$ cat config.mk
export PLATFORM = sky130hd
export DESIGN_NAME = gecko_print_uart_tx
export DESIGN_NICKNAME = d
export VERILOG_FILES = /design/src/rtl/gecko_print_uart_tx.sv
export SDC_FILE = /design/constraint.sdc
export NUM_CORES = 1
export LEC_CHECK = 0
export CAP_MARGIN = 5
export CORE_MARGIN = 5
export CORE_UTILIZATION = 45
export CTS_CLUSTER_DIAMETER = 100
export DETAILED_ROUTE_END_ITERATION = 16
export PLACE_DENSITY = 0.64
export SLEW_MARGIN = 10
export SYNTH_ARGS = -nofsm -noshare
export SYNTH_HDL_FRONTEND = slang
export SYNTH_SLANG_ARGS = --single-unit
$ cat constraint.sdc
create_clock -name clk -period 4.2 [get_ports clk]
set_input_delay 0.84 -clock clk [delete_from_list [all_inputs] [get_ports clk]]
set_output_delay 0.84 -clock clk [all_outputs]
set_load 0.05 [all_outputs]
$ cat src/rtl/gecko_print_uart_tx.sv
// Byte-stream to UART TX (8N1, LSB first) bridge with a small FIFO that backpressures
// the print stream only when FIFO_DEPTH bytes are pending.
//
//   state | meaning
//   IDLE  | line high, waiting for a queued byte
//   START | start bit (low) on the line
//   DATA  | data bits LSB first, bit_idx selects the current bit
//   STOP  | stop bit (high); chains straight into the next START if a byte is queued
module gecko_print_uart_tx #(
  parameter int CLKS_PER_BIT = 868,
  parameter int FIFO_DEPTH   = 16
) (
  input  logic                          clk,
  input  logic                          rst,
  input  logic                          print_in_valid,
  output logic                          print_in_ready,
  input  logic [7:0]                    print_in_payload,
  output logic                          uart_tx,
  output logic                          busy,
  output logic [$clog2(FIFO_DEPTH):0]   fifo_count
);

  localparam int PW = $clog2(FIFO_DEPTH);
  localparam int BW = $clog2(CLKS_PER_BIT);
  localparam logic [BW-1:0] BAUD_MAX  = BW'(CLKS_PER_BIT - 1);
  localparam logic [PW:0]   DEPTH_CNT = (PW+1)'(FIFO_DEPTH);

  typedef enum logic [1:0] {IDLE, START, DATA, STOP} state_t;

  logic [7:0]    mem [FIFO_DEPTH];
  logic [PW:0]   wr_ptr, rd_ptr, count, count_next;
  state_t        state;
  logic [BW-1:0] baud_cnt;
  logic [2:0]    bit_idx;
  logic [7:0]    shift;
  logic          ready_q, tx_q, busy_q;
  logic          push, pop, empty, baud_wrap, frame_slot, going_idle;

  assign count      = wr_ptr - rd_ptr;
  assign empty      = (count == '0);
  assign baud_wrap  = (baud_cnt == BAUD_MAX);
  assign push       = print_in_valid && ready_q;
  // A new frame may start from IDLE or at the very end of a stop bit.
  assign frame_slot = (state == IDLE) || (state == STOP && baud_wrap);
  assign pop        = frame_slot && !empty;
  assign going_idle = frame_slot && empty;
  assign count_next = count + (PW+1)'(push) - (PW+1)'(pop);

  assign print_in_ready = ready_q;
  assign uart_tx        = tx_q;
  assign busy           = busy_q;
  assign fifo_count     = count;

  always_ff @(posedge clk) begin
    if (push) mem[wr_ptr[PW-1:0]] <= print_in_payload;
  end

  // Ready is computed from next-cycle occupancy, so a pop while full never frees a slot early.
  always_ff @(posedge clk or negedge rst) begin
    if (!rst) begin
      wr_ptr  <= '0;
      rd_ptr  <= '0;
      ready_q <= 1'b0;
      busy_q  <= 1'b0;
    end else begin
      wr_ptr  <= wr_ptr + (PW+1)'(push);
      rd_ptr  <= rd_ptr + (PW+1)'(pop);
      ready_q <= (count_next != DEPTH_CNT);
      busy_q  <= !going_idle || (count_next != '0);
    end
  end

  always_ff @(posedge clk or negedge rst) begin
    if (!rst) begin
      state    <= IDLE;
      baud_cnt <= '0;
      bit_idx  <= '0;
      shift    <= '0;
      tx_q     <= 1'b1;
    end else begin
      case (state)
        IDLE: begin
          tx_q     <= 1'b1;
          baud_cnt <= '0;
          if (pop) begin
            shift <= mem[rd_ptr[PW-1:0]];
            tx_q  <= 1'b0;
            state <= START;
          end
        end
        START: begin
          if (baud_wrap) begin
            baud_cnt <= '0;
            bit_idx  <= '0;
            tx_q     <= shift[0];
            state    <= DATA;
          end else begin
            baud_cnt <= baud_cnt + BW'(1);
          end
        end
        DATA: begin
          if (baud_wrap) begin
            baud_cnt <= '0;
            if (bit_idx == 3'd7) begin
              tx_q  <= 1'b1;
              state <= STOP;
            end else begin
              bit_idx <= bit_idx + 3'd1;
              shift   <= {1'b0, shift[7:1]};
              tx_q    <= shift[1];
            end
          end else begin
            baud_cnt <= baud_cnt + BW'(1);
          end
        end
        STOP: begin
          if (baud_wrap) begin
            baud_cnt <= '0;
            if (pop) begin
              shift <= mem[rd_ptr[PW-1:0]];
              tx_q  <= 1'b0;
              state <= START;
            end else begin
              state <= IDLE;
            end
          end else begin
            baud_cnt <= baud_cnt + BW'(1);
          end
        end
        default: begin
          state <= IDLE;
          tx_q  <= 1'b1;
        end
      endcase
    end
  end

endmodule

==> run_summary.xml, run 1 <==
<?xml version="1.0" encoding="UTF-8"?>
<metrics>
  <group name="outcome">
    <metric name="outcome" unit="">completed</metric>
  </group>
  <group name="critical_path">
    <metric name="critPathBufInv" unit="">4</metric>
    <metric name="startpoint_type" unit="">flop</metric>
    <metric name="critical_path.top_delay_family" unit="">buffers and inverters</metric>
    <metric name="setup.worst_path.end_class" unit="">output pin</metric>
    <metric name="critical_path_peak_fanout" unit="">8</metric>
    <metric name="cp_cell_sequence" unit="">inv_1 -&gt; ha_1 -&gt; fa_1 -&gt; nand2b_1 -&gt; a21oi_1 -&gt; xnor2_1 -&gt; buf_4 -&gt; inv_1 -&gt; clkdlybuf4s50_1</metric>
    <metric name="crit_required" unit="ps">3360</metric>
    <metric name="maximum_cell_stage_delay_along_the_critical_path" unit="ps">790</metric>
    <metric name="worst_ep_arrival_time" unit="ps">3160</metric>
    <metric name="path_class" unit="">flop to output pin</metric>
    <metric name="worst_path_most_repeated_cell" unit="">sky130_fd_sc_hd__inv_1</metric>
    <metric name="worst_path_max_delay_cell" unit="">sky130_fd_sc_hd__clkdlybuf4s50_1</metric>
  </group>
  <group name="detailed_routing">
    <metric name="antenna_violating_nets_post_route" unit="">0</metric>
    <metric name="post_drt_via_cell_ratio" unit="">5.47</metric>
    <metric name="drt_first_pass_iters" unit="">5</metric>
    <metric name="drt_wl_total" unit="um">14200</metric>
    <metric name="number_of_design_rule_violations_left_by_the_first_detailed_router_iteration" unit="">301</metric>
    <metric name="route.vias.total" unit="">3808</metric>
    <metric name="routed_wire_length_per_instance" unit="um">20.4</metric>
    <metric name="number_of_remaining_drc_errors" unit="">0</metric>
  </group>
  <group name="timing">
    <metric name="fmaxAchievable" unit="MHz">250</metric>
    <metric name="fin_worst_skew" unit="ps">9.31</metric>
    <metric name="finalMaxSlewViolations" unit="">0</metric>
    <metric name="worst_pin_slew" unit="ps">903</metric>
    <metric name="relSlewSlack" unit="%">39.6</metric>
    <metric name="timing.final.crit_share" unit="%">95.3</metric>
    <metric name="rsz_0062_raised_after_global_routing" unit="">false</metric>
    <metric name="final_min_period" unit="ps">4000</metric>
    <metric name="report.final.hold_viol_count" unit="">0</metric>
    <metric name="setup_viol" unit="">0</metric>
    <metric name="fin_tns_setup" unit="ps">0</metric>
  </group>
  <group name="floorplan">
    <metric name="starting_density_of_the_core" unit="%">46.1</metric>
    <metric name="die_height" unit="um">135</metric>
    <metric name="number_of_cell_rows" unit="">45</metric>
    <metric name="dieWidth" unit="um">135</metric>
    <metric name="boundaryPins" unit="">19</metric>
    <metric name="fp.coreArea" unit="um^2">15300</metric>
    <metric name="dieArea" unit="um^2">18300</metric>
  </group>
  <group name="power">
    <metric name="ir_drop_worst_case_vdd" unit="uV">957</metric>
    <metric name="power.total" unit="uW">6850</metric>
    <metric name="powerDensity" unit="nW/um^2">845</metric>
    <metric name="leakage" unit="uW">0.00293</metric>
  </group>
  <group name="placed_design">
    <metric name="place.gp.congestion" unit="">0.883</metric>
    <metric name="buffer_ports.inserted" unit="">18</metric>
    <metric name="half_perimeter_wire_length_after_detailed_placement" unit="um">9250</metric>
    <metric name="place_inst" unit="">664</metric>
  </group>
  <group name="layout">
    <metric name="area.growth.synth_to_final" unit="%">14.9</metric>
    <metric name="fillCellCount" unit="">1235</metric>
    <metric name="final_cell_mix" unit="">sky130_fd_sc_hd__edfxtp_1 (128), sky130_fd_sc_hd__nand2_1 (33), sky130_fd_sc_hd__dfrtp_1 (33), sky130_fd_sc_hd__mux4_2 (32), sky130_fd_sc_hd__nor2_1 (31)</metric>
    <metric name="multi_input_comb_area" unit="um^2">2160</metric>
    <metric name="layout.cells.most_common" unit="">sky130_fd_sc_hd__edfxtp_1</metric>
    <metric name="regArea" unit="um^2">4750</metric>
    <metric name="post_route_cells_drive_above_1_share" unit="%">19.2</metric>
    <metric name="final_cells" unit="">696</metric>
    <metric name="finalNetCount" unit="">504</metric>
    <metric name="diodes" unit="">0</metric>
  </group>
  <group name="yosys">
    <metric name="syn-cell-area" unit="um^2">7060</metric>
    <metric name="synth.avg_cell_area" unit="um^2">16.0</metric>
    <metric name="yosysWarnings" unit="">0</metric>
    <metric name="postSynthNetCount" unit="">473</metric>
    <metric name="synth_cell_type_count" unit="">48</metric>
    <metric name="synth_enable_flop_cells" unit="">128</metric>
    <metric name="syn-instance-count" unit="">441</metric>
    <metric name="postSynth.asyncResetShare" unit="%">22.0</metric>
    <metric name="synth_top_flop_cell" unit="">sky130_fd_sc_hd__edfxtp_1</metric>
    <metric name="ys_seq_elements" unit="">164</metric>
    <metric name="synth_sequential_area_ratio" unit="%">67.3</metric>
  </group>
  <group name="cts">
    <metric name="post_cts_resize_count" unit="">0</metric>
    <metric name="worst_setup_hold_path_clk_slew" unit="ps">70</metric>
    <metric name="cts_setup_buffers" unit="">0</metric>
    <metric name="cts_inserted_buffers" unit="">17</metric>
    <metric name="sink_count" unit="">164</metric>
    <metric name="postCtsHoldBufs" unit="">0</metric>
    <metric name="htree_levels" unit="">4</metric>
    <metric name="clock_insertion_delay_worst_skew" unit="ps">430</metric>
    <metric name="ctsLongestPathBuffers" unit="">2</metric>
    <metric name="root_buffer" unit="">sky130_fd_sc_hd__clkbuf_16</metric>
    <metric name="cts_tree" unit="">yes</metric>
  </group>
  <group name="global_route">
    <metric name="grt_pass1_wl" unit="um">22700</metric>
    <metric name="grt_max_degree" unit="">37</metric>
    <metric name="antenna_found_initial" unit="">0</metric>
    <metric name="grt.overflow.total" unit="">0</metric>
    <metric name="grtUsageTotal" unit="%">16.9</metric>
    <metric name="first_global_vias" unit="">4057</metric>
  </group>
  <group name="hold_path">
    <metric name="hold_path_class" unit="">flop to flop</metric>
  </group>
  <group name="run">
    <metric name="maxCapViolations" unit="">0</metric>
  </group>
</metrics>
synth_stat cells, types with 2 or more instances:
cell type	count	area [um^2]
sky130_fd_sc_hd__mux4_2	32	721
sky130_fd_sc_hd__fa_1	2	40.0
sky130_fd_sc_hd__nand3_1	10	50.1
sky130_fd_sc_hd__o21ai_0	6	30.0
sky130_fd_sc_hd__nand2_1	33	124
sky130_fd_sc_hd__a21o_1	2	15.0
sky130_fd_sc_hd__a22o_1	3	26.3
sky130_fd_sc_hd__mux2i_1	8	80.1
sky130_fd_sc_hd__xnor2_1	14	123
sky130_fd_sc_hd__nor3_1	8	40.0
sky130_fd_sc_hd__o22ai_1	7	43.8
sky130_fd_sc_hd__ha_1	19	238
sky130_fd_sc_hd__clkbuf_1	9	33.8
sky130_fd_sc_hd__and3_1	2	12.5
sky130_fd_sc_hd__edfxtp_1	128	3840
sky130_fd_sc_hd__dfrtp_1	35	876
sky130_fd_sc_hd__buf_2	4	20.0
sky130_fd_sc_hd__a21oi_1	14	70.1
sky130_fd_sc_hd__xor2_1	8	70.1
sky130_fd_sc_hd__nand2b_1	5	31.3
sky130_fd_sc_hd__nand4_1	3	18.8
sky130_fd_sc_hd__inv_1	23	86.3
sky130_fd_sc_hd__buf_1	3	11.3
sky130_fd_sc_hd__a311oi_1	8	70.1
sky130_fd_sc_hd__nor2_1	31	116
sky130_fd_sc_hd__a31oi_1	2	12.5
cells by family after synthesis:
group	count (synthesis)	synth area share (%)
multiplexers	42	11.7
AND/OR/NAND/NOR	103	6.99
XOR/XNOR	23	3.05
adder cells (fa/ha/maj)	21	3.94
buffers and inverters	39	2.15
flip-flops	164	67.3
AO/OA/AOI/OAI	49	4.91
stage by stage:
stage / util (%) / setup WS, ps / hold slack, ps / area (um^2)
floorplan: - / 74.9 / 455 / 7060
global placement: 49.0 / 400 / 482 / 7510
detailed placement: 49.0 / 228 / 488 / 7510
CTS: 52.9 / 209 / 501 / 8110
global route: 52.9 / 10.9 / 513 / 8110
finish: 52.9 / 199 / 498 / 8110
state kept, by name (all words and copies together), names as in the netlist:
signal          cells
uart_tx             1
rd_ptr              5
mem               128
state               2
print_in_ready      1
baud_cnt           10
wr_ptr              5
bit_idx             3
busy                1
shift               8
power by group:
group,switching [uW],internal [uW]
Combinational,1800,1300
Clock,676,894
Sequential,157,2020
Total,2630,4220
path summary, 6_finish.rpt:
| path | from | end | cells after the start | slack (ps) |
|---|---|---|---|---|
| min in group asynchronous | rst | rd_ptr[2] | 1 | 520 |
| hold / removal | baud_cnt[0] | baud_cnt[0] | 1 | 500 |
| setup / recovery | wr_ptr[0] | fifo_count[4] | 9 | 200 |
| max in group asynchronous | rst | wr_ptr[1] | 1 | 3110 |
| hold reg to reg | baud_cnt[0] | baud_cnt[0] | 1 | 500 |
| setup reg to reg | wr_ptr[0] | busy | 14 | 230 |
final cells by class:
| class | count | area share, % |
|---|---|---|
| flip-flops and latches | 164 | 58.6 |
| multi-input cells | 238 | 26.7 |
| clock inverters | 15 | 2.10 |
| clock buffers | 17 | 5.25 |
| repair buffers | 28 | 3.06 |
| well taps | 211 | 3.26 |
| inverters | 23 | 1.06 |
per-layer routing:
| layer | track usage (%) | wire (um) |
|---|---|---|
| met1 | 22.6 | 6300 |
| met2 | 27.8 | 7060 |
| met3 | 3.68 | 615 |
| met4 | 5.15 | 194 |
| met5 | 0 | 0 |
(Power assumes the default switching activity.)
==> run 2, diff against run 1 <==
--- a/config.mk
+++ b/config.mk
@@ -10,7 +10,7 @@
 export CORE_UTILIZATION = 45
 export CTS_CLUSTER_DIAMETER = 100
 export DETAILED_ROUTE_END_ITERATION = 16
-export PLACE_DENSITY = 0.64
+export PLACE_DENSITY = 0.61
 export SLEW_MARGIN = 10
 export SYNTH_ARGS = -nofsm -noshare
 export SYNTH_HDL_FRONTEND = slang
==> constraint.sdc (replaced) <==
create_clock -name clk -period 5.2 [get_ports clk]
set_input_delay 1.04 -clock clk [delete_from_list [all_inputs] [get_ports clk]]
set_output_delay 1.04 -clock clk [all_outputs]
set_load 0.05 [all_outputs]
==> run 2 against run 1 <==
  * Power is 21% lower
  * Flip-flop and latch count stayed put
  * Combinational power is 22% lower
  * Register-to-register slack better by 650 ps
  * Design area is 0.80% lower
  * Critical path type is now flop to flop
  * Largest power group unchanged
  * Highest routed layer unchanged
==> run_summary.xml, run 2 (same netlist as run 1, synthesis figures left out) <==
<?xml version="1.0" encoding="UTF-8"?>
<metrics>
  <group name="placed_design">
    <metric name="buffer_ports.inserted" unit="">18</metric>
    <metric name="half_perimeter_wire_length_after_detailed_placement" unit="um">8980</metric>
    <metric name="dpl_cell_area" unit="um^2">7470</metric>
    <metric name="placement.setup.worst_slack" unit="ps">908</metric>
    <metric name="place.gp.congestion" unit="">0.846</metric>
  </group>
  <group name="critical_path">
    <metric name="startpoint_type" unit="">flop</metric>
    <metric name="critical_path_peak_fanout" unit="">13</metric>
    <metric name="r2r_start" unit="">rd_ptr[2]</metric>
    <metric name="startpoint" unit="">rd_ptr[2]</metric>
    <metric name="crit_required" unit="ps">5490</metric>
    <metric name="worst_ep_arrival_time" unit="ps">4610</metric>
    <metric name="path_class" unit="">flop to flop</metric>
    <metric name="setup.worst_path.end_class" unit="">flop</metric>
    <metric name="reg2regPathDepth" unit="">15</metric>
  </group>
  <group name="floorplan">
    <metric name="dieArea" unit="um^2">18300</metric>
    <metric name="boundaryPins" unit="">19</metric>
    <metric name="fp.coreArea" unit="um^2">15300</metric>
    <metric name="dieWidth" unit="um">135</metric>
    <metric name="number_of_cell_rows" unit="">45</metric>
    <metric name="starting_density_of_the_core" unit="%">46.1</metric>
    <metric name="die_height" unit="um">135</metric>
  </group>
  <group name="cts">
    <metric name="clock_insertion_delay_worst_skew" unit="ps">430</metric>
    <metric name="ctsLongestPathBuffers" unit="">2</metric>
    <metric name="root_buffer" unit="">sky130_fd_sc_hd__clkbuf_16</metric>
    <metric name="postCtsHoldBufs" unit="">0</metric>
    <metric name="sink_count" unit="">164</metric>
    <metric name="cts_tree" unit="">yes</metric>
    <metric name="cts_inserted_buffers" unit="">17</metric>
    <metric name="htree_levels" unit="">4</metric>
    <metric name="post_cts_resize_count" unit="">0</metric>
    <metric name="worst_setup_hold_path_clk_slew" unit="ps">60</metric>
    <metric name="cts_setup_buffers" unit="">0</metric>
  </group>
  <group name="layout">
    <metric name="area.growth.synth_to_final" unit="%">14.0</metric>
    <metric name="finalNetCount" unit="">499</metric>
    <metric name="fillCellCount" unit="">1284</metric>
    <metric name="largest_register_ff_count" unit="">128</metric>
    <metric name="diodes" unit="">0</metric>
    <metric name="post-route-cell-area" unit="um^2">8040</metric>
    <metric name="layout.cells.most_common" unit="">sky130_fd_sc_hd__edfxtp_1</metric>
    <metric name="final_cell_mix" unit="">sky130_fd_sc_hd__edfxtp_1 (128), sky130_fd_sc_hd__dfrtp_1 (34), sky130_fd_sc_hd__nand2_1 (33), sky130_fd_sc_hd__mux4_2 (32), sky130_fd_sc_hd__nor2_1 (31)</metric>
    <metric name="post_route_cells_drive_above_1_share" unit="%">17.9</metric>
  </group>
  <group name="detailed_routing">
    <metric name="post_drt_via_cell_ratio" unit="">5.37</metric>
    <metric name="number_of_design_rule_violations_left_by_the_first_detailed_router_iteration" unit="">362</metric>
    <metric name="antenna_violating_nets_post_route" unit="">0</metric>
    <metric name="route.vias.total" unit="">3711</metric>
    <metric name="number_of_remaining_drc_errors" unit="">0</metric>
    <metric name="drt_wl_total" unit="um">13800</metric>
    <metric name="drt_first_pass_iters" unit="">4</metric>
    <metric name="routed_wire_length_per_instance" unit="um">19.9</metric>
  </group>
  <group name="global_route">
    <metric name="grt.overflow.total" unit="">0</metric>
    <metric name="first_global_vias" unit="">3918</metric>
    <metric name="grtUsageTotal" unit="%">16.8</metric>
    <metric name="antenna_found_initial" unit="">0</metric>
    <metric name="grt_pass1_wl" unit="um">22500</metric>
    <metric name="grt_max_degree" unit="">37</metric>
  </group>
  <group name="timing">
    <metric name="final_min_period" unit="ps">4320</metric>
    <metric name="report.final.hold_viol_count" unit="">0</metric>
    <metric name="rsz_0062_raised_after_global_routing" unit="">false</metric>
    <metric name="worst_pin_slew" unit="ps">908</metric>
    <metric name="relSlewSlack" unit="%">39.5</metric>
    <metric name="fin_tns_setup" unit="ps">0</metric>
    <metric name="fin_hold_ws" unit="ps">489</metric>
    <metric name="finalMaxSlewViolations" unit="">0</metric>
    <metric name="timing.final.crit_share" unit="%">83.0</metric>
    <metric name="fin_worst_skew" unit="ps">11.0</metric>
    <metric name="fmaxAchievable" unit="MHz">232</metric>
    <metric name="post-route-worst-setup-slack" unit="ps">882</metric>
    <metric name="setup_viol" unit="">0</metric>
  </group>
  <group name="hold_path">
    <metric name="timing.hold.worst_path_depth" unit="">1</metric>
    <metric name="hold_path_class" unit="">flop to flop</metric>
    <metric name="timing.hold.worst.start" unit="">rd_ptr[4]</metric>
  </group>
  <group name="power">
    <metric name="ir_drop_worst_case_vdd" unit="uV">542</metric>
    <metric name="powerDensity" unit="nW/um^2">671</metric>
    <metric name="leakage" unit="uW">0.00289</metric>
  </group>
  <group name="run">
    <metric name="maxCapViolations" unit="">0</metric>
  </group>
  <group name="outcome">
    <metric name="outcome" unit="">completed</metric>
  </group>
</metrics>
==> run 2: cell type report <==
type / instances / area [um^2] / share of cell area [%]
Sequential cell: 164 / 4750 / 59.0
Clock inverter: 15 / 141 / 1.76
Multi-Input combinational cell: 238 / 2160 / 26.9
Tap cell: 211 / 264 / 3.28
Inverter: 23 / 86.3 / 1.07
Timing Repair Buffer: 23 / 213 / 2.65
Clock buffer: 17 / 425 / 5.29
==> run 2: stage by stage <==
| step | instances | util [%] | total power [uW] |
|---|---|---|---|
| finish | 691 | 52.5 | 5400 |
| global route | 691 | 52.5 | 5780 |
| CTS | 691 | 52.5 | 5450 |
| detailed placement | 659 | 48.8 | 4240 |
| global placement | 659 | 48.8 | 4180 |
| floorplan | 441 | - | 3610 |
==> run 2: worst max-delay path, stage by stage, from the launching register on <==
cell and delay (ps):
sky130_fd_sc_hd__dfrtp_1 580, sky130_fd_sc_hd__inv_1 290, sky130_fd_sc_hd__ha_1 390, sky130_fd_sc_hd__o21ai_0 90, sky130_fd_sc_hd__nand2b_1 130, sky130_fd_sc_hd__xnor2_1 190, sky130_fd_sc_hd__ha_1 200, sky130_fd_sc_hd__and3_2 240
sky130_fd_sc_hd__a21oi_4 290, sky130_fd_sc_hd__xnor2_1 110, sky130_fd_sc_hd__ha_1 210, sky130_fd_sc_hd__fa_1 410, sky130_fd_sc_hd__xor2_1 160, sky130_fd_sc_hd__nor3_1 220, sky130_fd_sc_hd__nand2_1 80, sky130_fd_sc_hd__or4_2 600
==> run 2: where the power goes <==
part           internal, uW  switching (uW)  total [uW]
Combinational          1010            1410        2420
Sequential             1630             146        1780
Clock                   670             531        1200
Total                  3310            2090        5400
==> run 2: final timing paths <==
| kind | to | slack [ps] |
|---|---|---|
| max | busy | 880 |
| min | rd_ptr[4] | 490 |
| max reg2reg | busy | 880 |
| min reg2reg | rd_ptr[4] | 490 |
| max in group asynchronous | rd_ptr[0] | 3930 |
| min in group asynchronous | rd_ptr[3] | 710 |
==> run 2: routing by layer <==
metal	global-route usage [%]	vias up	part of all wire, %
li1	-	1733	-
met1	22.4	1890	45
met2	26.3	80	49
met3	5.24	8	5.5
met4	5.66	0	0.75
met5	0	-	0
==> run 3, diff against run 2 <==
--- a/config.mk
+++ b/config.mk
@@ -10,7 +10,7 @@
 export CORE_UTILIZATION = 45
 export CTS_CLUSTER_DIAMETER = 100
 export DETAILED_ROUTE_END_ITERATION = 16
-export PLACE_DENSITY = 0.61
+export PLACE_DENSITY = 0.64
 export SLEW_MARGIN = 10
 export SYNTH_ARGS = -nofsm -noshare
 export SYNTH_HDL_FRONTEND = slang
==> constraint.sdc (replaced) <==
create_clock -name clk -period 3.46 [get_ports clk]
set_input_delay 0.692 -clock clk [delete_from_list [all_inputs] [get_ports clk]]
set_output_delay 0.692 -clock clk [all_outputs]
set_load 0.05 [all_outputs]
==> run 3 against run 2 <==
  * First-iteration DRC count down 20%
  * Fmax grew 26%
  * Die area unchanged
  * Worst setup slack worse by 850 ps
  * Count of clock-buffer cells in the layout up 1
  * Global-route usage up 0.26 points
  * Critical path depth is the same
  * Power increased by 74%
  * Non-clock buffer count up 36
  * Sequential power up 46%
  * Design area is 5.4% higher
==> run_summary.xml, run 3 (same netlist as run 1, synthesis figures left out) <==
<?xml version="1.0" encoding="UTF-8"?>
<metrics>
  <group name="outcome">
    <metric name="outcome" unit="">completed</metric>
  </group>
  <group name="critical_path">
    <metric name="worst_path_max_delay_cell" unit="">sky130_fd_sc_hd__fa_2</metric>
    <metric name="r2r_start" unit="">rd_ptr[1]</metric>
    <metric name="worst_ep_arrival_time" unit="ps">3720</metric>
    <metric name="cp_cell_sequence" unit="">inv_2 -&gt; ha_4 -&gt; nor2b_4 -&gt; o21ai_1 -&gt; nand2b_1 -&gt; xnor2_2 -&gt; ha_2 -&gt; and3_4 -&gt; a21oi_4 -&gt; xnor2_2 -&gt; ha_2 -&gt; fa_2 -&gt; nor3_4 -&gt; nand2_1 -&gt; or4_4</metric>
    <metric name="startpoint" unit="">rd_ptr[1]</metric>
    <metric name="setup.worst_path.end_class" unit="">flop</metric>
    <metric name="critical_path_peak_fanout" unit="">3</metric>
    <metric name="reg2regPathDepth" unit="">15</metric>
    <metric name="r2r_setup_slack" unit="ps">30</metric>
    <metric name="maximum_cell_stage_delay_along_the_critical_path" unit="ps">470</metric>
    <metric name="startpoint_type" unit="">flop</metric>
    <metric name="path_class" unit="">flop to flop</metric>
    <metric name="setup.worst_path.end" unit="">busy</metric>
    <metric name="timing.rr.end" unit="">busy</metric>
    <metric name="crit_required" unit="ps">3750</metric>
  </group>
  <group name="cts">
    <metric name="postCtsHoldBufs" unit="">0</metric>
    <metric name="cts_inserted_buffers" unit="">17</metric>
    <metric name="ctsLongestPathBuffers" unit="">2</metric>
    <metric name="htree_levels" unit="">4</metric>
    <metric name="root_buffer" unit="">sky130_fd_sc_hd__clkbuf_16</metric>
    <metric name="clock_insertion_delay_worst_skew" unit="ps">430</metric>
    <metric name="cts_tree" unit="">yes</metric>
    <metric name="sink_count" unit="">164</metric>
    <metric name="worst_setup_hold_path_clk_slew" unit="ps">70</metric>
  </group>
  <group name="timing">
    <metric name="timing.final.crit_share" unit="%">99.0</metric>
    <metric name="setup_viol" unit="">0</metric>
    <metric name="finalMaxSlewViolations" unit="">0</metric>
    <metric name="post-route-worst-setup-slack" unit="ps">34.5</metric>
    <metric name="rsz_0062_raised_after_global_routing" unit="">true</metric>
    <metric name="report.final.hold_viol_count" unit="">0</metric>
    <metric name="final_min_period" unit="ps">3430</metric>
    <metric name="fin_worst_skew" unit="ps">11.1</metric>
    <metric name="fin_tns_setup" unit="ps">0</metric>
    <metric name="worst_pin_slew" unit="ps">832</metric>
    <metric name="fmaxAchievable" unit="MHz">292</metric>
    <metric name="relSlewSlack" unit="%">44.6</metric>
  </group>
  <group name="detailed_routing">
    <metric name="drt_wl_total" unit="um">14800</metric>
    <metric name="route.vias.total" unit="">3977</metric>
    <metric name="antenna_violating_nets_post_route" unit="">0</metric>
    <metric name="number_of_remaining_drc_errors" unit="">0</metric>
    <metric name="number_of_design_rule_violations_left_by_the_first_detailed_router_iteration" unit="">289</metric>
    <metric name="drt_first_pass_iters" unit="">5</metric>
    <metric name="routed_wire_length_per_instance" unit="um">20.4</metric>
    <metric name="post_drt_via_cell_ratio" unit="">5.47</metric>
  </group>
  <group name="global_route">
    <metric name="grt.overflow.total" unit="">0</metric>
    <metric name="grt_max_degree" unit="">37</metric>
    <metric name="grt_pass1_wl" unit="um">22900</metric>
    <metric name="grtUsageTotal" unit="%">17.0</metric>
    <metric name="antenna_found_initial" unit="">0</metric>
    <metric name="first_global_vias" unit="">4137</metric>
  </group>
  <group name="layout">
    <metric name="area.growth.synth_to_final" unit="%">20.2</metric>
    <metric name="post_route_cells_drive_above_1_share" unit="%">27.3</metric>
    <metric name="final_cell_mix" unit="">sky130_fd_sc_hd__edfxtp_1 (128), sky130_fd_sc_hd__buf_4 (42), sky130_fd_sc_hd__dfrtp_1 (34), sky130_fd_sc_hd__nand2_1 (33), sky130_fd_sc_hd__mux4_2 (32)</metric>
    <metric name="finalNetCount" unit="">535</metric>
    <metric name="layout.cells.most_common" unit="">sky130_fd_sc_hd__edfxtp_1</metric>
    <metric name="fillCellCount" unit="">1230</metric>
    <metric name="diodes" unit="">0</metric>
    <metric name="largest_register_ff_count" unit="">128</metric>
  </group>
  <group name="power">
    <metric name="clock_power_share" unit="%">21.0</metric>
    <metric name="net-switching-power" unit="uW">3560</metric>
    <metric name="seqPwrFrac" unit="%">27.7</metric>
    <metric name="ir_drop_worst_case_vdd" unit="uV">1200</metric>
    <metric name="comb_power_share" unit="%">51.4</metric>
    <metric name="swShare" unit="%">37.9</metric>
    <metric name="powerDensity" unit="nW/um^2">1110</metric>
    <metric name="cellInternalPower" unit="uW">5840</metric>
    <metric name="leakage" unit="uW">0.00313</metric>
  </group>
  <group name="placed_design">
    <metric name="placement.setup.worst_slack" unit="ps">-35.1</metric>
    <metric name="place.gp.congestion" unit="">0.868</metric>
    <metric name="half_perimeter_wire_length_after_detailed_placement" unit="um">9350</metric>
    <metric name="buffer_ports.inserted" unit="">18</metric>
  </group>
  <group name="floorplan">
    <metric name="dieWidth" unit="um">135</metric>
    <metric name="starting_density_of_the_core" unit="%">46.1</metric>
    <metric name="die_height" unit="um">135</metric>
    <metric name="boundaryPins" unit="">19</metric>
    <metric name="number_of_cell_rows" unit="">45</metric>
    <metric name="fp.coreArea" unit="um^2">15300</metric>
    <metric name="dieArea" unit="um^2">18300</metric>
  </group>
  <group name="run">
    <metric name="maxCapViolations" unit="">0</metric>
  </group>
  <group name="hold_path">
    <metric name="hold_path_class" unit="">primary input to asynchronous set/reset pin</metric>
  </group>
</metrics>
==> run 3: layout make-up <==
class | instances | area (um^2) | share of cell area [%]
timing repair buffer | 59 | 502 | 5.92
multi-input combinational | 238 | 2260 | 26.6
sequential | 164 | 4750 | 56.0
tap | 211 | 264 | 3.11
clock buffer | 18 | 429 | 5.06
clock inverter | 14 | 193 | 2.27
inverter | 23 | 86.3 | 1.02
==> run 3: worst min-delay path by stage <==
stage / cells past startpoint / end / from
2_1_floorplan: 0 / baud_cnt[0] / rst
3_3_place_gp: 1 / rd_ptr[4] / rd_ptr[4]
3_5_place_dp: 1 / rd_ptr[4] / rd_ptr[4]
4_1_cts: 1 / wr_ptr[3] / rst
5_1_grt: 1 / rd_ptr[2] / rst
6_report: 1 / print_in_ready / rst
==> run 3: timing repair <==
action / CTS / global route
gates resized for setup: 1 / 10
pin swaps: 2 / 13
buffers inserted: 3 / 5
endpoints found under the setup margin: 1 / 1
==> run 3: worst max-delay path: cells and delay by family, from the launching register on <==
family | cells | cell delay [ps]
AO/OA/AOI/OAI | 2 | 300
XOR/XNOR | 2 | 290
adder cells (fa/ha/maj) | 4 | 1070
buffers and inverters | 1 | 80
flip-flops | 1 | 400
AND/OR/NAND/NOR | 6 | 1160
==> run 3: power groups by stage <==
stage / clock network (uW) / registers (uW) / logic, uW
CTS: 2000 / 2600 / 4380
floorplan: 0 / 2640 / 2960
detailed placement: 0 / 2640 / 4290
finish: 1970 / 2600 / 4830
global route: 2090 / 2630 / 5180
global placement: 0 / 2620 / 4180
==> run 3: per-layer routing <==
layer	track usage, %	wire length [um]	vias up	share of wire (%)
met5	0	0	-	0
met4	7.73	405	0	2.7
met3	3.60	615	35	4.2
met2	27.9	7470	107	50
met1	21.9	6310	2036	43
li1	-	-	1799	-
==> run 3: stage by stage <==
stage | util, % | power, uW | hold WS, ps | instances | area (um^2)
global placement | 50.5 | 6800 | 479 | 687 | 7740
finish | 55.4 | 9400 | 363 | 727 | 8480
floorplan | - | 5590 | 396 | 441 | 7120
global route | 55.4 | 9890 | 434 | 727 | 8480
detailed placement | 50.5 | 6920 | 483 | 687 | 7740
CTS | 54.7 | 8980 | 373 | 722 | 8380
